**config.mk**
```make
export PLATFORM = sky130hd
export DESIGN_NAME = regfile_sb
export DESIGN_NICKNAME = d
export VERILOG_FILES = /design/src/rtl/regfile_sb.sv
export SDC_FILE = /design/constraint.sdc
export NUM_CORES = 2
export LEC_CHECK = 0
export BUFFER_PORTS_ARGS = -buffer_cell sky130_fd_sc_hd__buf_2
export CAP_MARGIN = 10
export CORE_MARGIN = 2
export CORE_UTILIZATION = 45
export DETAILED_ROUTE_END_ITERATION = 12
export GPL_TIMING_DRIVEN = 1
export HOLD_SLACK_MARGIN = 0.02
export PLACE_DENSITY = 0.62
export SYNTH_ARGS = -nofsm -noshare
export SYNTH_HDL_FRONTEND = slang
export SYNTH_SLANG_ARGS = --single-unit
```
**constraint.sdc**
```tcl
create_clock -name clk -period 6.6 [get_ports clk]
set_clock_uncertainty 0.15 [all_clocks]
set_input_delay 0.99 -clock clk [delete_from_list [all_inputs] [get_ports clk]]
set_output_delay 0.99 -clock clk [all_outputs]
set_load 0.005 [all_outputs]
```
**src/rtl/regfile_sb.sv**
```systemverilog
// Two-read/one-write register file with a per-register pending (busy) scoreboard.
// Define REGFILE_BYPASS_EN to forward same-edge write data to the read ports.
module regfile_sb #(
  parameter int unsigned DATAW = 32,
  parameter int unsigned ADW   = 5
) (
  input  logic             clk,
  input  logic             rst_n,
  input  logic [ADW-1:0]   a1,
  input  logic [ADW-1:0]   a2,
  output logic [DATAW-1:0] rd1,
  output logic [DATAW-1:0] rd2,
  output logic             busy1,
  output logic             busy2,
  input  logic [ADW-1:0]   a3,
  input  logic [DATAW-1:0] wr,
  input  logic             wrenable,
  input  logic             iss_en,
  input  logic [ADW-1:0]   iss_dst,
  output logic [ADW:0]     pend_cnt
);

  localparam int unsigned DEPTH = 1 << ADW;

  logic [DATAW-1:0] mem [DEPTH];
  logic [DEPTH-1:0] busy;
  logic [DEPTH-1:0] busy_next;
  logic [ADW:0]     cnt_next;
  logic             wr_hit;
  logic             fwd1;
  logic             fwd2;

  assign wr_hit = wrenable && (a3 != '0);

  // Clear before set so a same-edge issue and writeback leave the bit pending.
  always_comb begin
    busy_next = busy;
    if (wrenable) busy_next[a3] = 1'b0;
    if (iss_en && (iss_dst != '0)) busy_next[iss_dst] = 1'b1;
    busy_next[0] = 1'b0;
  end

  // Register 0 can never be pending, so the count tops out at DEPTH-1.
  always_comb begin
    cnt_next = (ADW+1)'($countones(busy_next));
  end

  always_comb begin
`ifdef REGFILE_BYPASS_EN
    fwd1 = wr_hit && (a1 == a3);
    fwd2 = wr_hit && (a2 == a3);
`else
    fwd1 = 1'b0;
    fwd2 = 1'b0;
`endif
  end

  always_ff @(posedge clk or negedge rst_n) begin
    if (!rst_n) begin
      mem      <= '{default: '0};
      busy     <= '0;
      pend_cnt <= '0;
      rd1      <= '0;
      rd2      <= '0;
      busy1    <= 1'b0;
      busy2    <= 1'b0;
    end else begin
      if (wr_hit) mem[a3] <= wr;
      busy     <= busy_next;
      pend_cnt <= cnt_next;
      rd1      <= fwd1 ? wr : mem[a1];
      rd2      <= fwd2 ? wr : mem[a2];
      busy1    <= fwd1 ? busy_next[a1] : busy[a1];
      busy2    <= fwd2 ? busy_next[a2] : busy[a2];
    end
  end

endmodule

```
* Word-level counts from Yosys, hierarchy flattened
Cells that the tools add are included.
** Storage, ports and cells
- Bits in latches :: 0
- Bits in read-only memories :: 0
- Input port bits :: 56
- Logic and storage cells :: 110
- Memories :: 0
- Register bits :: 1127
- Bits in writable memories :: 0
** Cells by class
- Multiply operators :: 0
- Reduce and logical (&&, ||, !) cells :: 7
- Divide/modulo/power cells :: 0
- $add $sub $neg :: 30
- Mux-type cells :: 19
- Equal/unequal tests :: 0
- $lt $le $gt $ge :: 10
- Bitwise operators :: 6
- Shift operators :: 0
** Operators by type and width (number)
- 1024-bit bitwise mux :: 1
- 32-bit binary-select mux with 5-bit select :: 2
- 32-bit 2-to-1 mux :: 7
- 32-bit demux with 5-bit select :: 1
- 32-bit bitwise AND :: 1
- 32-bit inverter :: 1
- 32-bit bitwise OR :: 1
- 1-bit by 1-bit adder with 2-bit output :: 15
- 5-bit by 6-bit less-than comparator with 1-bit output (second input constant) :: 4
- 2-bit by 2-bit adder with 3-bit output :: 7
- 6-bit greater-or-equal comparator (second input constant) :: 3
- 5-bit inverter with 6-bit output :: 3
- 3-bit by 3-bit adder with 4-bit output :: 4
- 4-bit by 4-bit adder with 5-bit output :: 2
- 1-bit binary-select mux with 5-bit select :: 2
- 1-bit demux with 5-bit select :: 2
- 5-bit by 1-bit greater-or-equal comparator with 1-bit output (second input constant) :: 2
- 5-bit nonzero test :: 2
- 5-bit by 5-bit adder with 6-bit output :: 1
- 6-bit by 1-bit less-than comparator with 1-bit output (second input constant) :: 1
- 1-bit logical AND :: 5
- 1-bit 2-to-1 mux :: 4
- 1-bit by 2-bit adder with 3-bit output :: 1

* Logic depth before layout (Yosys ltp)
- Word-level depth :: 14
- Depth in mapped cells :: 22
- Mapped depth without buffers :: 20

* Worst setup path before layout
OpenSTA, ideal clock, no wires.
- Kind :: in2reg
- Start point :: in a3[1]
- End point :: reg pend_cnt[4]
- Library setup time :: 0.080 ns
- Slack :: -0.053 ns
- Stages on the path :: 18
- Data required time :: 6.370 ns
- Arrival time :: 6.423 ns
- Cells stage by stage :: buf_2 and3b_1 clkbuf_1 nand2_1 buf_2 a22oi_1 fa_1 fa_1 fa_1 inv_1 fa_1 fa_1 fa_1 fa_1 fa_1 a21o_1 a21oi_1 xnor2_1
** Between the ends
- Cells in the longest elaborated chain, start to end :: 14
** Ends and longest elaborated chain
- start, declared :: RTL line 15 : input logic [ADW-1:0] a3,
- 5-bit by 6-bit less-than comparator with 1-bit output (not written as such) or 5-bit by 1-bit greater-or-equal comparator with 1-bit output (tied branches) :: RTL line 38 : if (wrenable) busy_next[a3] = 1'b0;
- 1-bit logical AND (not written as such) :: RTL line 38
- 1-bit 2-to-1 mux (not written as such) :: RTL line 38
- 1-bit demux with 5-bit select (*) :: RTL line 38
- 32-bit inverter (no line) (*)
- 32-bit bitwise AND (no line) (*)
- 32-bit 2-to-1 mux (*) :: RTL line 38
- 32-bit bitwise OR (no line)
- 32-bit 2-to-1 mux (*) :: RTL line 39 : if (iss_en && (iss_dst != '0)) busy_next[iss_dst] = 1'b1;
- 1-bit by 1-bit adder with 2-bit output (not written as such) :: RTL line 45 : cnt_next = (ADW+1)'($countones(busy_next));
- 1-bit by 2-bit adder with 3-bit output (not written as such) or 2-bit by 2-bit adder with 3-bit output (tied branches) :: RTL line 45
- 3-bit by 3-bit adder with 4-bit output (not written as such) :: RTL line 45
- 4-bit by 4-bit adder with 5-bit output (not written as such) :: RTL line 45
- 5-bit by 5-bit adder with 6-bit output (not written as such) (*) :: RTL line 45
- net cnt_next[4] :: RTL line 28 : logic [ADW:0] cnt_next;
- end signal, assigned :: RTL line 70 : pend_cnt <= cnt_next;
- end, declared :: RTL line 20 : output logic [ADW:0] pend_cnt
The timed path passes the listed nets; every way through them passes the cells marked *.
A chain may end at the register's enable or synchronous reset.

* Worst setup path in the final report
- Start point :: in iss_dst[2]
- End point :: reg pend_cnt[4]
** Between the ends
- Cells in the longest elaborated chain, start to end :: 11
** Ends and longest elaborated chain
- start, declared :: RTL line 19 : input logic [ADW-1:0] iss_dst,
- 5-bit by 6-bit less-than comparator with 1-bit output (not written as such) or 5-bit by 1-bit greater-or-equal comparator with 1-bit output (tied branches) :: RTL line 39
- 1-bit logical AND (not written as such) :: RTL line 39
- 1-bit 2-to-1 mux (not written as such) :: RTL line 39
- 1-bit demux with 5-bit select :: RTL line 39
- 32-bit bitwise OR (no line)
- 32-bit 2-to-1 mux (*) :: RTL line 39
- net busy_next[6] :: RTL line 27 : logic [DEPTH-1:0] busy_next;
- 1-bit by 1-bit adder with 2-bit output (not written as such) (*) :: RTL line 45
- 2-bit by 2-bit adder with 3-bit output (not written as such) (*) :: RTL line 45
- 3-bit by 3-bit adder with 4-bit output (not written as such) (*) :: RTL line 45
- 4-bit by 4-bit adder with 5-bit output (not written as such) (*) :: RTL line 45
- 5-bit by 5-bit adder with 6-bit output (not written as such) (*) :: RTL line 45
- net cnt_next[4] :: RTL line 28
Marked as above.

==> impl_metrics.toml <==
[synthesis]
async_flop_share = 1.00
synth_flop_cell = "dfrtp_1"
syn_nets = 3723
yosysWarnings = 0
seq_area_frac_synth = 0.494
netlist.area_leader.share = 0.494
yosysMostFrequentCell = "dfrtp_1"
synth_cells = 3637
synth.cell_area_um2 = 57100
ys_ff_latch = 1127
yosys.cell_types.count = 48
avgSynthCellArea_um2 = 15.7
synthTopCellsByArea = "dfrtp_1 (49%), mux4_2 (20%), mux2_2 (19%)"
synthTopCellsByCount = "dfrtp_1 (1127), mux2_2 (972), mux4_2 (518), o22ai_1 (257), clkbuf_1 (196)"
synth.largest_area_cell = "dfrtp_1"
synth-edff-count = 0

[floorplan]
die_x_um = 360
rows = 130
core_area_um2 = 126000
num_io_pins = 128
die_y_um = 360
start_util = 0.454
die-area_um2 = 130000

[critical_path]
slowest_delay_ns = 0.54
crit_path_max_fanout = 10
required_ns = 7.07
cp.arrival_ns = 6.40
end_kind = "flop"
worstPathCellList = "buf_2 > nor3b_1 > a22o_1 > inv_1 > fa_1 > fa_1 > fa_1 > inv_1 > fa_1 > fa_1 > fa_1 > fa_1 > fa_1 > a21o_1 > a21oi_1 > xnor2_1"
worst_path_most_repeated_cell = "fa_1"
crit_path_start_kind = "input port"
crit_slowest_cell = "fa_1"
crit_type = "in -> reg"
cp_top_family = "adder cells"
crit_buf_inv = 3

[final_layout]
area_delta_synth_final_pct = 10.9
layout.nets = 3680
final_cell_area_um2 = 63400
antenna_cells = 0
drive_gt1_frac = 0.536

[drt]
wl_mm = 166
drc = 0
drt_iter0_drc = 2863
vias = 34400
dr.pass1.iters = 5
ant_nets = 0
routed_via_density = 6.42
post_drt_wl_per_cell_um = 31.1

[clock_network]
htreeDepth = 3
clk_pin_slew_worst_paths_ns = 0.06
cts_made_buffers = 121
cts-hold-fix-buffers = 0
cts_sinks = 1127
clockBufferDepth = 3
clock_latency_ns = 0.72
cts_tree = "yes"
postCtsSetupBuffers = 0
cts-resized-gates = 0
cts_root_buf = "clkbuf_16"

[pwr]
power_mw = 21.9
power_leakage_nw = 27.4
irDropWorstVdd_mv = 0.548
p_per_area_nw_per_um2 = 345

[sta]
fmax_ghz = 0.169
worst_pin_slew_ns = 1.23
finalHoldViolCount = 0
max_slew_margin = 0.176
setup_viol = 0
layout_min_cycle_time_ns = 5.93
rsz0062_at_grt = "false"
fin_crit_sh = 0.899
slew_viol_final = 0
finalSetupTns_ns = 0

[global_route]
grt_max_degree = 184
gr-total-overflow = 0
grt_pass1_wl_mm = 247
grt_pass1_vias = 36000
antenna_found_initial = 8
grt_use_total = 0.258

[status]
status = "complete, no violations"

[placement]
port_buffers = 127
hpwl_mm = 91.9
place.gp.congestion = 0.862
dpl-instance-area_um2 = 59100

[run]
maxCapViolations = 0

[worst_hold_path]
hp-class = "in -> async"
state kept, by name, indices dropped and copies added (netlist names):
signal and flops:
busy2 1, busy1 1, rd2 32, pend_cnt 6, busy 31, rd1 32
mem 1024
power by group:
part | switching (mW) | internal [mW] | leakage, nW
combinational | 2.34 | 3.19 | 11.0
sequential | 0.881 | 8.29 | 14.4
clock | 2.87 | 4.31 | 2.09
stage by stage:
step / std cells / worst slack (ns) / hold WS (ns) / util
floorplan: 3637 / 0.0133 / 0.291 / -
global placement: 5121 / 0.0380 / 0.226 / 0.470
detailed placement: 5121 / -0.000410 / 0.232 / 0.470
CTS: 5347 / 0.727 / 0.155 / 0.504
global route: 5347 / 0.442 / 0.195 / 0.504
finish: 5347 / 0.668 / 0.148 / 0.504
cell usage in the layout (no fill, tap or decap), drive strengths merged, types with 24 or more instances in the layout:
cell type / instances
inv: 35
clkinv: 24
buf: 241
nand2: 41
nor4: 64
dfrtp: 1127
o22ai: 257
mux4: 518
mux2: 1000
clkbuf: 189
path summary, 6_finish.rpt:
check	slack (ns)	endpoint	depth (start not counted)	startpoint
min	0.15	pend_cnt[3]$_DFF_PN0_	1	rst_n
max in group asynchronous	4.56	mem[40]$_DFFE_PN0P_	2	rst_n
min reg2reg	0.24	mem[995]$_DFFE_PN0P_	0	mem[995]$_DFFE_PN0P_
max reg2reg	1.17	pend_cnt[4]$_DFF_PN0_	14	busy[28]$_DFF_PN0_
max	0.67	pend_cnt[4]$_DFF_PN0_	16	iss_dst[2]
min in group clk	0.24	mem[995]$_DFFE_PN0P_	0	mem[995]$_DFFE_PN0P_
final cells by class:
type                            instances  area, µm²
Sequential cell                      1127      28200
Inverter                               35        131
Clock inverter                         37        539
Fill cell                           10500      62400
Timing Repair Buffer                  241       1720
Multi-Input combinational cell       2068      27000
Clock buffer                          189       3680
Tap cell                             1650       2060
routing by layer:
layer  up-vias  global-route usage  share of wire
li1      14100                   -              -
met1     18900               0.351           0.42
met2      1039               0.423           0.49
met3       291              0.0410          0.056
met4         2              0.0886          0.035
met5         -                   0       0.000072
kinds of logic (layout without fill, tap and decap cells):
kind of cell,after synthesis,in the layout,share of synthesized area
compound gates,311,311,0.0353
flops,1127,1127,0.494
buf+inv,442,502,0.0372
fa+ha+maj,30,30,0.00959
simple gates,196,196,0.0207
mux,1528,1528,0.403
xor+xnor,3,3,0.000460
Note: power is estimated with default switching activity, not from simulation.
